==> src/rtl/requant_leaky_int8_pkg.sv <==
// Shared widths, configuration record and saturation helper for the
// int8 requantisation pipeline.
package requant_pkg;

  localparam int unsigned ACC_W       = 32;
  localparam int unsigned SCALE_W     = 16;
  localparam int unsigned SHIFT_W     = 5;
  localparam int unsigned LEAKY_NUM   = 13;
  localparam int unsigned LEAKY_SHIFT = 7;

  // Datapath widths sized so no stage can overflow.
  localparam int unsigned S1_W = ACC_W + 1;          // bias add
  localparam int unsigned S2_W = S1_W + SCALE_W + 1; // signed x zero-extended scale
  localparam int unsigned S3_W = S2_W + 1;           // rounding add headroom
  localparam int unsigned S4_W = S3_W + 4;           // x13 headroom

  localparam logic signed [S4_W-1:0] LEAKY_MUL = LEAKY_NUM;
  localparam logic signed [S4_W-1:0] SAT_HI    = 127;
  localparam logic signed [S4_W-1:0] SAT_LO    = -128;

  typedef struct packed {
    logic signed [ACC_W-1:0] bias;
    logic [SCALE_W-1:0]      scale;
    logic [SHIFT_W-1:0]      shift;
    logic                    leaky;
  } requant_cfg_t;

  // Identity transform: only saturation is applied.
  localparam requant_cfg_t CFG_RESET = '{
    bias:  '0,
    scale: SCALE_W'(1),
    shift: '0,
    leaky: 1'b0
  };

  function automatic logic signed [7:0] sat_int8(input logic signed [S4_W-1:0] y);
    if (y > SAT_HI) begin
      return 8'sh7f;
    end else if (y < SAT_LO) begin
      return 8'sh80;
    end
    return y[7:0];
  endfunction

endpackage

==> src/rtl/requant_leaky_int8_pipe_ctl.sv <==
// Generic N-stage valid/ready controller with bubble collapsing.
// Produces the per-stage load enables for an external datapath.
module pipe_ctl #(
  parameter int unsigned N = 4
) (
  input  logic         clk,
  input  logic         rst_n,
  input  logic         in_valid,
  input  logic         out_ready,
  output logic         in_ready,
  output logic [N-1:0] load,
  output logic [N-1:0] valid
);

  logic [N-1:0] valid_q, valid_d;
  logic [N-1:0] adv;
  logic         room;

  // Walk from the output back: a stage advances if anything downstream has
  // room (an empty slot or the output draining), which collapses bubbles.
  always_comb begin
    adv  = '0;
    room = out_ready;
    for (int unsigned i = 0; i < N; i++) begin
      adv[N-1-i] = valid_q[N-1-i] & room;
      room       = room | ~valid_q[N-1-i];
    end
    in_ready = rst_n & room;
    load     = {adv[N-2:0], in_valid & in_ready};
    valid_d  = load | (valid_q & ~adv);
  end

  // Stage valid bits.
  always_ff @(posedge clk) begin
    if (!rst_n) begin
      valid_q <= '0;
    end else begin
      valid_q <= valid_d;
    end
  end

  assign valid = valid_q;

endmodule

==> src/rtl/requant_leaky_int8.sv <==
// Accumulator requantisation: bias add, fixed-point scale, rounding shift,
// optional leaky-ReLU and int8 saturation in a 4-stage valid/ready pipe.
module requant_leaky_int8
  import requant_pkg::*;
(
  input  logic               clk,
  input  logic               rst_n,
  input  logic               cfg_load,
  input  logic [ACC_W-1:0]   cfg_bias,
  input  logic [SCALE_W-1:0] cfg_scale,
  input  logic [SHIFT_W-1:0] cfg_shift,
  input  logic               cfg_leaky,
  output logic               busy,
  input  logic               in_valid,
  output logic               in_ready,
  input  logic [ACC_W-1:0]   acc_in,
  input  logic               in_last,
  output logic               out_valid,
  input  logic               out_ready,
  output logic [7:0]         data_out,
  output logic               out_last
);

  localparam int unsigned NSTAGE = 4;

  logic [NSTAGE-1:0] stage_load;
  logic [NSTAGE-1:0] stage_valid;

  requant_cfg_t cfg_q, cfg_d;

  logic signed [S1_W-1:0] s1_q, s1_d;
  logic signed [S2_W-1:0] s2_q, s2_d;
  logic signed [S3_W-1:0] s3_q, s3_d;
  logic signed [7:0]      act_q, act_d;
  logic [NSTAGE-1:0]      last_q, last_d;

  logic signed [S3_W-1:0] s2_ext, rnd, s3_calc;
  logic signed [S4_W-1:0] s3_ext, y4;

  pipe_ctl #(.N(NSTAGE)) u_pipe_ctl (
    .clk       (clk),
    .rst_n     (rst_n),
    .in_valid  (in_valid),
    .out_ready (out_ready),
    .in_ready  (in_ready),
    .load      (stage_load),
    .valid     (stage_valid)
  );

  assign busy      = |stage_valid;
  assign out_valid = stage_valid[NSTAGE-1];
  assign data_out  = act_q;
  assign out_last  = last_q[NSTAGE-1];

  // Config only changes with the pipe empty and no word offered, so every
  // in-flight word sees one consistent configuration.
  always_comb begin
    cfg_d = cfg_q;
    if (cfg_load && !busy && !in_valid) begin
      cfg_d.bias  = cfg_bias;
      cfg_d.scale = cfg_scale;
      cfg_d.shift = cfg_shift;
      cfg_d.leaky = cfg_leaky;
    end
  end

  // Round-half-up right shift; shift of zero passes through unchanged.
  always_comb begin
    s2_ext = S3_W'(s2_q);
    rnd    = '0;
    if (cfg_q.shift != '0) begin
      rnd = S3_W'(1) << (cfg_q.shift - SHIFT_W'(1));
    end
    s3_calc = (s2_ext + rnd) >>> cfg_q.shift;
  end

  // Leaky slope 13/128 with floor, applied to negative values only.
  always_comb begin
    s3_ext = S4_W'(s3_q);
    y4     = s3_ext;
    if (cfg_q.leaky && s3_q[S3_W-1]) begin
      y4 = (s3_ext * LEAKY_MUL) >>> LEAKY_SHIFT;
    end
  end

  // Stage loads: each register takes its new value only when enabled.
  always_comb begin
    s1_d   = s1_q;
    s2_d   = s2_q;
    s3_d   = s3_q;
    act_d  = act_q;
    last_d = last_q;
    if (stage_load[0]) begin
      s1_d      = S1_W'($signed(acc_in)) + S1_W'($signed(cfg_q.bias));
      last_d[0] = in_last;
    end
    if (stage_load[1]) begin
      s2_d      = S2_W'(s1_q) * S2_W'($signed({1'b0, cfg_q.scale}));
      last_d[1] = last_q[0];
    end
    if (stage_load[2]) begin
      s3_d      = s3_calc;
      last_d[2] = last_q[1];
    end
    if (stage_load[3]) begin
      act_d     = sat_int8(y4);
      last_d[3] = last_q[2];
    end
  end

  // Configuration and datapath registers.
  always_ff @(posedge clk) begin
    if (!rst_n) begin
      cfg_q  <= CFG_RESET;
      s1_q   <= '0;
      s2_q   <= '0;
      s3_q   <= '0;
      act_q  <= '0;
      last_q <= '0;
    end else begin
      cfg_q  <= cfg_d;
      s1_q   <= s1_d;
      s2_q   <= s2_d;
      s3_q   <= s3_d;
      act_q  <= act_d;
      last_q <= last_d;
    end
  end

endmodule

==> config.mk <==
export PLATFORM = sky130hd
export DESIGN_NAME = requant_leaky_int8
export DESIGN_NICKNAME = d
export VERILOG_FILES = /design/src/rtl/requant_leaky_int8_pkg.sv /design/src/rtl/requant_leaky_int8_pipe_ctl.sv /design/src/rtl/requant_leaky_int8.sv
export SDC_FILE = /design/constraint.sdc
export NUM_CORES = 2
export LEC_CHECK = 0
export BUFFER_PORTS_ARGS = -buffer_cell sky130_fd_sc_hd__buf_2
export CAP_MARGIN = 5
export CORE_MARGIN = 2
export CORE_UTILIZATION = 58
export DETAILED_ROUTE_END_ITERATION = 7
export PLACE_DENSITY_LB_ADDON = 0.1
export SKIP_LAST_GASP = 1
export SYNTH_ARGS = -nofsm -noshare
export SYNTH_HDL_FRONTEND = slang
export SYNTH_SLANG_ARGS = --single-unit
export TNS_END_PERCENT = 50
==> constraint.sdc <==
create_clock -name clk -period 13.3 [get_ports clk]
set_input_delay 1.33 -clock clk [delete_from_list [all_inputs] [get_ports clk]]
set_output_delay 1.33 -clock clk [all_outputs]
set_load 0.05 [all_outputs]
==> reports/results.ini <==
[setup_path]
r2r_end = s2_q[47]$_SDFFE_PN0P_
ff2ff_path_depth = 27
crit_path_end = s2_q[47]$_SDFFE_PN0P_
crit_start = cfg_q[10]$_SDFFE_PN0P_
worstPathArrival_ns = 8.39
reg2reg_slack_ns = 5.43
worstSetupStartpointType = flop
worstSetupPathType = flop to flop
endpoint_kind = flop
worst-path-max-fanout = 18
required_ns = 13.82
rr_startpoint = cfg_q[10]$_SDFFE_PN0P_

[floorplan]
num_rows = 96
dieHeight_um = 266.9
ios = 104
start_util = 0.5854
die_w_um = 266.9
die_area_mm2 = 0.07122
core_area_mm2 = 0.06847

[route]
num_vias = 34463
drt-initial-drc-count = 2671
wl_um = 116400
wl_per_cell_um = 19.84
drc = 0
drt_first_pass_iters = 6
ant_nets = 0
via_per_inst = 5.875

[yosys]
ys.flop_type = dfxtp_1
synthDistinctLibCells = 93
synth_xor_area_frac = 0.03428
ys_ff_latch = 204
syn_nets = 6048
synthesis.area_mm2 = 0.04008
ys_seq_area_frac = 0.1019
synthAdderAreaFrac = 0.3813
muxShareOfSynthArea = 0.02760
yosys.area_share.simple = 0.1785
synth.area.top_cells = fa_1, ha_1, dfxtp_1
avgSynthCellArea_um2 = 7.910
synth_async_sr_flop_share = 0
synth_top_area_cell = fa_1
synth_top_family_by_area = adder cells
synthCells = 5067
synth_compound_gate_area_share = 0.1617
yosys_warnings = 0
ys_top_cells_by_count = inv_1, nand2_1, fa_1, ha_1, clkbuf_1
synth_top_area_share = 0.2767
yosysMostFrequentCell = inv_1
synth_enable_flop_cells = 0

[placed_design]
hpwl_um = 91400
placedCellCount = 5817
place.gp.congestion = 0.9997
portBuffers = 103

[cts]
cts_resized = 0
clkTransAtPathRegs_ns = 0.07
cts_tree = yes
cts_buffers = 26
htreeDepth = 1
postCtsHoldBufs = 0
clk_path_buf_depth = 3
cts.sinks = 204
clockRootBuffer = clkbuf_16
cts_setup_buffers = 0
clkLatencyLatePin_ns = 0.61

[sta]
slew_viol_final = 0
clock_skew_ns = 0.04495
finalCritPeriodShare = 0.5919
finalSetupTns_ns = 0
setup_viol = 0
slew_headroom = 0.2010
hold_viol = 0
tightest_slew_ns = 1.193
rsz0062_at_grt = no
fin_crit_ns = 7.872
max_freq_mhz = 127.0

[layout]
layout-drive-gt1-share = 0.05761
nets = 5944
syn2layout_area_growth_pct = 4.564
layout.cells.non_filler = 5866
final_util = 0.6121

[power]
cellPowerDensity_mw_per_mm2 = 58.10
p_sw_uw = 999.9
p_comb_frac = 0.390
p_sw_frac = 0.4106
power.static_leakage_nw = 20.77
p_int_mw = 1.435
power_frac_seq = 0.298
vdd_drop_max_v = 0.0001154
clkPwrFrac = 0.313

[min_path]
worstHoldStart = last_q[2]$_SDFFE_PN0P_
min_path_type = flop to flop

[grt]
grt.total_usage = 0.3317
grt_max_degree = 80
antenna_found_initial = 0
grt_pass1_wl_um = 187300
grt.overflow.total = 0
grt_pass1_vias = 34187

[flow_run]
maxCapViolations = 0

[outcome]
status = complete, no violations

sequential cells by signal, indices dropped and copies added (netlist names):
signal / count
data_out: 8
last_q: 4
s2_q: 50
s3_q: 51
u_pipe_ctl.valid: 4
cfg_q: 54
s1_q: 33
area by class of cell:
class | instances | area (µm²)
clock buffer | 31 | 689.4
clock inverter | 16 | 209.0
multi-input combinational | 3647 | 31420
sequential | 204 | 4088
inverter | 930 | 3491
antenna | 2 | 5.005
timing repair buffer | 154 | 904.6
tap | 882 | 1104
fill | 6379 | 26560
cell usage in the layout (no fill, tap or decap), types with 12 or more instances in the layout:
cell	netlist	layout
a21o_1	106	106
fa_1	554	554
a21oi_1	198	198
mux2i_1	52	52
a211oi_1	43	43
and2_1	203	203
dfxtp_1	204	201
a211o_1	19	19
o22ai_1	17	17
a22oi_1	14	14
buf_4	1	51
nor2b_1	20	20
nand4_1	49	49
nor3_1	57	57
o221ai_1	12	12
o211ai_1	27	27
nor4_1	15	15
xor2_1	48	48
o21ai_0	182	182
and3_1	31	31
or3_1	16	16
nand3_1	115	115
a21boi_0	74	74
o21a_1	34	34
xnor2_1	107	107
nand2b_1	32	32
o21bai_1	24	24
nor2_1	174	173
clkbuf_16	0	26
ha_1	335	335
o21ai_1	14	14
nand2_1	794	791
o31ai_1	18	18
a31oi_1	37	36
mux4_2	15	15
mux2_2	22	22
buf_2	17	102
inv_1	927	927
worst max-delay path, stage by stage, from the launching register on:
cell       delay [ns]
dfxtp_1          0.75
buf_4            0.39
nand2_1          0.13
fa_1             0.56
inv_1            0.05
fa_1             0.47
inv_1            0.05
fa_1             0.50
inv_1            0.05
fa_1             0.46
fa_1             0.55
inv_1            0.05
fa_1             0.53
inv_1            0.06
ha_1             0.35
nand3_1          0.15
nor3_1           0.07
and4_1           0.20
a31oi_1          0.27
o2111ai_1        0.20
a41oi_1          0.57
o21ai_0          0.25
a31oi_1          0.31
o21ai_0          0.15
a21boi_0         0.20
nor2_1           0.09
nor4b_1          0.25
a221o_1          0.15
kinds of logic after synthesis:
group                      after synthesis
DFF                                    204
adders and majority gates              889
muxes                                   89
and+or+nand+nor                       1552
AOI/OAI and AO/OA                      961
xor gates and xnor gates               156
buffers and inverters                 1216
worst min-delay path by stage:
stage | cells past startpoint | to | slack, ns
floorplan | 2 | last_q[0]$_SDFFE_PN0P_ | 0.44
global placement | 2 | cfg_q[16]$_SDFFE_PN0P_ | 0.46
detailed placement | 2 | last_q[2]$_SDFFE_PN0P_ | 0.46
CTS | 2 | last_q[2]$_SDFFE_PN0P_ | 0.47
global route | 2 | last_q[1]$_SDFFE_PN0P_ | 0.49
finish | 2 | last_q[2]$_SDFFE_PN0P_ | 0.47
through the flow:
stage          setup WS, ns  hold WS, ns  power, mW  instance area (µm²)
5_1_grt               4.946       0.4933      2.584                41910
2_1_floorplan         6.239       0.4362      1.388                40080
6_report              5.428       0.4682      2.435                41910
3_3_place_gp          5.636       0.4555      1.660                41010
3_5_place_dp          5.490       0.4596      1.673                41010
4_1_cts               5.480       0.4697      2.440                41910
power groups by stage:
stage / registers, mW / clock network [mW] / logic [mW]
floorplan: 0.687 / 0 / 0.701
global placement: 0.734 / 0 / 0.926
detailed placement: 0.736 / 0 / 0.937
CTS: 0.722 / 0.776 / 0.942
global route: 0.729 / 0.798 / 1.06
finish: 0.726 / 0.761 / 0.948
routing by layer:
layer	wire length (µm)	up-vias	global-route usage
met5	0	-	0
met4	5328	0	0.1292
li1	-	16150	-
met1	49680	16868	0.4456
met3	7778	253	0.04401
met2	53590	1192	0.5448
(Power assumes the default switching activity.)
